**src/rtl/updown_counter.sv**
```systemverilog
// ---------------------------------------------------------------------------
// updown_counter
//
// Synchronous binary up/down counter with enable, direction select and
// terminal-count flags. The count is driven straight from the register, and
// the flags are combinational decodes of that register. They are therefore
// valid in the same cycle as the count.
//
// Configuration macro:
//   UPDOWN_COUNTER_SATURATE_EN
//     undefined (default) : the count wraps modulo 2^WIDTH in both directions
//     defined             : the count saturates at 2^WIDTH-1 going up and
//                           at 0 going down
//
// Reset is synchronous and active-high. It is sampled on the rising clock
// edge and takes priority over enable and direction.
// ---------------------------------------------------------------------------
module updown_counter #(
  parameter int unsigned WIDTH = 3  // counter width, legal range 2..32
) (
  input  logic             clock,
  input  logic             reset,
  input  logic             enable,
  input  logic             direction,
  output logic [WIDTH-1:0] count,
  output logic             at_max,
  output logic             at_min
);

  // Terminal values and the unit step, all held at the counter's own width.
  localparam logic [WIDTH-1:0] CNT_MAX  = {WIDTH{1'b1}};
  localparam logic [WIDTH-1:0] CNT_MIN  = {WIDTH{1'b0}};
  localparam logic [WIDTH-1:0] CNT_STEP = {{(WIDTH-1){1'b0}}, 1'b1};

  logic [WIDTH-1:0] cnt_q;
  logic [WIDTH-1:0] cnt_d;
  logic             step_up;
  logic             step_down;

  // Decode the requested step from enable and direction.
  always_comb begin
    step_up   = enable &  direction;
    step_down = enable & ~direction;
  end

  // Next-state: hold, increment or decrement, with the wrap or saturate rule.
  always_comb begin
    // NOTE: the default assignment first means every path assigns cnt_d,
    // so this block cannot infer a latch.
    cnt_d = cnt_q;
    if (step_up) begin
`ifdef UPDOWN_COUNTER_SATURATE_EN
      if (cnt_q != CNT_MAX) begin
        cnt_d = cnt_q + CNT_STEP;
      end
`else
      cnt_d = cnt_q + CNT_STEP;
`endif
    end else if (step_down) begin
`ifdef UPDOWN_COUNTER_SATURATE_EN
      if (cnt_q != CNT_MIN) begin
        cnt_d = cnt_q - CNT_STEP;
      end
`else
      cnt_d = cnt_q - CNT_STEP;
`endif
    end
  end

  // Count register with a synchronous reset that has the highest priority.
  always_ff @(posedge clock) begin
    // NOTE: non-blocking assignment keeps every flop sampling pre-edge values.
    if (reset) begin
      cnt_q <= CNT_MIN;
    end else begin
      cnt_q <= cnt_d;
    end
  end

  // Outputs: the count comes straight from the register, and the flags are
  // pure decodes of it.
  always_comb begin
    count  = cnt_q;
    at_max = (cnt_q == CNT_MAX);
    at_min = (cnt_q == CNT_MIN);
  end

endmodule

```
**config.mk**
```make
export PLATFORM = sky130hd
export DESIGN_NAME = updown_counter
export DESIGN_NICKNAME = d
export VERILOG_FILES = /design/src/rtl/updown_counter.sv
export SDC_FILE = /design/constraint.sdc
export NUM_CORES = 1
export LEC_CHECK = 0
export ABC_AREA = 1
export CAP_MARGIN = 0
export CORE_AREA = 2 2 39 41
export DETAILED_ROUTE_END_ITERATION = 6
export DIE_AREA = 0 0 41 43
export REMOVE_ABC_BUFFERS = 1
export SYNTH_ARGS = -nofsm -noshare
export SYNTH_HDL_FRONTEND = slang
export SYNTH_SLANG_ARGS = --single-unit
```
**constraint.sdc**
```tcl
create_clock -name clock -period 3.7 [get_ports clock]
set_input_delay 0.555 -clock clock [delete_from_list [all_inputs] [get_ports clock]]
set_output_delay 0.555 -clock clock [all_outputs]
set_load 0.02 [all_outputs]
```
**Word level (Yosys, flattened, before mapping)**

Index checks and enable logic that the tools add are counted.

- $add $sub $neg: 2
- Equality and inequality tests: 1
- Multiplexer cells: 2
- Bitwise gates (word level): 3
- Reductions and logical operators: 2

Operators with widths:

| kind | count |
|---|---|
| $mux 3 | 2 |
| $add 3x1->3 const B | 1 |
| $eq 3x3->1 const B | 1 |
| $logic_not 3->1 | 1 |
| $sub 3x1->3 const B | 1 |
| $and 1x1->1 | 2 |
| $reduce_bool 2->1 | 1 |
| $not 1->1 | 1 |

- Register bits: 3
- Input port bits: 4

**Depth between registers and ports, before layout**

- Word-level depth: 4
- Gate-level depth with buffers: 8

**Worst setup path after synthesis**

No wires, ideal clock.

- Kind: register to output
- From: register cnt_q[1] (netlist: count[1])
- To: output at_min
- Arrival: 0.923 ns
- Setup slack: 2.222 ns
- Stages on the path, launching flop included: 2
- Path buffers: 0
- Cells stage by stage: dfxtp_1 -> nor3_1

- Cells in the longest elaborated chain, start to end: 1

Ends and longest elaborated chain:

| what | line | RTL |
|---|---|---|
| start: declaration | 35 | `logic [WIDTH-1:0] cnt_q;` |
| start signal: assignment | 76 | `cnt_q <= cnt_d;` |
| $logic_not 3->1 | 85 | `at_min = (cnt_q == CNT_MIN);` |
| end: declaration | 27 | `output logic at_min` |

No other way between the ends.

**Final worst setup path**

- From: register cnt_q[0] (netlist: count[0])
- To: output at_max

- Cells in the longest elaborated chain, start to end: 1

Ends and longest elaborated chain:

| what | line | RTL |
|---|---|---|
| $eq 3x3->1 | 84 | `at_max = (cnt_q == CNT_MAX);` |
| end: declaration | 26 | `output logic at_max,` |

No other way between the ends.

==> impl_metrics.tcl <==
set metrics [dict create \
    status "complete, no violations" \
    numCtsBuffers 3 \
    avgRoutedWirePerCell_um 7.92 \
    leakagePower_nw 0.134 \
    powerDensity_mw_per_mm2 454 \
    htreeDepth 1 \
    clk_pin_slew_ps 40 \
    overflow 0 \
    core_area_mm2 0.00138 \
    worst-slew-pin-transition_ps 243 \
    nets 43 \
    largest_reg_flops 3 \
    final_common_cell "clkdlybuf4s50_1" \
    cts_buffer_depth 2 \
    relSlewSlack 0.838 \
    drive_above_1_share 0.0811 \
    synth_cell_types 11 \
    fp-row-count 14 \
    min_period_ps 2000 \
    routed_via_density 3.70 \
    synth_cells 25 \
    post-cts-setup-buffer-count 0 \
    syn_to_final_growth_pct 73.7 \
    synthTopCellsByArea "dfxtp_1 35%, inv_1 13%, nand2_1 13%" \
    arrival_ps 1450 \
    required_ps 3140 \
    path_class "register to primary output" \
    path_max_fanout 5 \
    max_freq_ghz 0.499 \
    diodes 0 \
    grt_pass1_wl_um 655 \
    finalHoldViolations 0 \
    cap_violations 0 \
    synthesis.area_um2 171 \
    final_util 0.215 \
    min_path_type "register to register" \
    cts_resized 0 \
    hold_slack_ps 590 \
    start_util 0.124 \
    setup_viol 0 \
    grt_usage 0.0592 \
    drtAntennaViolNets 0 \
    gp_congestion 0.663 \
    post-route-drc-count 0 \
    rsz0062_at_grt "no" \
    final-max-slew-violation-count 0 \
    instances_no_fill 53 \
    ctsHoldBuffers 0 \
    worstSetupEndpointType "primary output" \
    die_h_um 43 \
    ioPinCount 9 \
    synth_top_area_cell "dfxtp_1" \
    wirelength_um 420 \
    finalSetupTns_ps 0 \
    die_w_um 41 \
    crit_path_start_kind "register" \
    die_area_mm2 0.00176 \
    synth_warnings 0 \
    clock_skew_ps 5.86 \
    drt_iter0_markers 4 \
    cts_tree "yes" \
    vias 196 \
    clk_latency_ps 230 \
    ys_ff_latch 3 \
    grt_pass1_vias 161 \
    syn_avg_cell_area_um2 6.86 \
    dp_hpwl_um 338 \
    antenna_found_initial 0 \
    yosysSeqAreaShare 0.350 \
    fill_cells 145 \
    cts_sinks 3 \
    fin_crit_sh 0.541 \
    ir_worst_vdd_v 0.000200 \
    firstDrtPassIters 4 \
    grt_max_degree 7 \
    yosysTopAreaCellShare 0.350 \
    portBuffers 8 \
    root_buffer "clkbuf_4" \
    place_inst 49 \
    final_cell_mix "8 x clkdlybuf4s50_1, 6 x nand2_1, 6 x inv_1" \
]
[routing by layer]
layer,part of all wire,vias up,global-route usage
met5,0,-,0
met3,0.074,0,0.0157
met1,0.47,82,0.0868
met4,0,0,0.0600
met2,0.45,13,0.0625
li1,-,101,-
[worst max-delay path: stages, from the launching register on]
cell             delay (ps)
dfxtp_1                 440
nand2_1                  80
nor2_1                   90
clkdlybuf4s50_1         610
[logic make-up (layout without fill, tap and decap cells)]
logic type	after synthesis	in the layout	share of synthesized area
compound gates	2	2	0.0583
flops	3	3	0.350
fa+ha+maj	1	1	0.117
xor+xnor	1	1	0.0511
simple gates	12	12	0.292
buf+inv	6	18	0.131
[Yosys cell counts]
cell and instances:
xnor2_1 1, inv_1 6, nor2_1 3, nor3_1 1, fa_1 1, dfxtp_1 3
o21ai_0 1, nand2_1 6, nand3_1 1, nand4_1 1, a21oi_1 1
[final timing paths]
check / start / to / slack, ps / depth (start not counted)
worst max-delay path: count[0] / at_max / 1700 / 3
worst min-delay path: count[2] / count[2] / 590 / 4
worst max register to register: count[0] / count[2] / 2440 / 7
worst min register to register: count[2] / count[2] / 590 / 4
[cell type report]
type	instances	area (um^2)	share of cell area
inverter	6	22.5	0.0756
multi-input combinational	16	88.8	0.298
sequential	3	60.1	0.202
timing repair buffer	8	80.1	0.269
clock buffer	4	26.3	0.0882
tap	16	20.0	0.0672
[stage by stage]
step	power, mW	setup slack, ps	area (um^2)
CTS	0.138	1680	298
global route	0.146	1580	298
global placement	0.0801	1680	272
floorplan	0.0617	2220	171
finish	0.135	1700	298
detailed placement	0.0808	1640	272
[report_power, final]
part / switching (mW) / internal [mW] / leakage (nW) / total, mW
sequential: 0.00555 / 0.0362 / 0.0250 / 0.0418
clock: 0.0148 / 0.0402 / 0.0150 / 0.0551
combinational: 0.0193 / 0.0191 / 0.0938 / 0.0384
(Power assumes the default switching activity.)
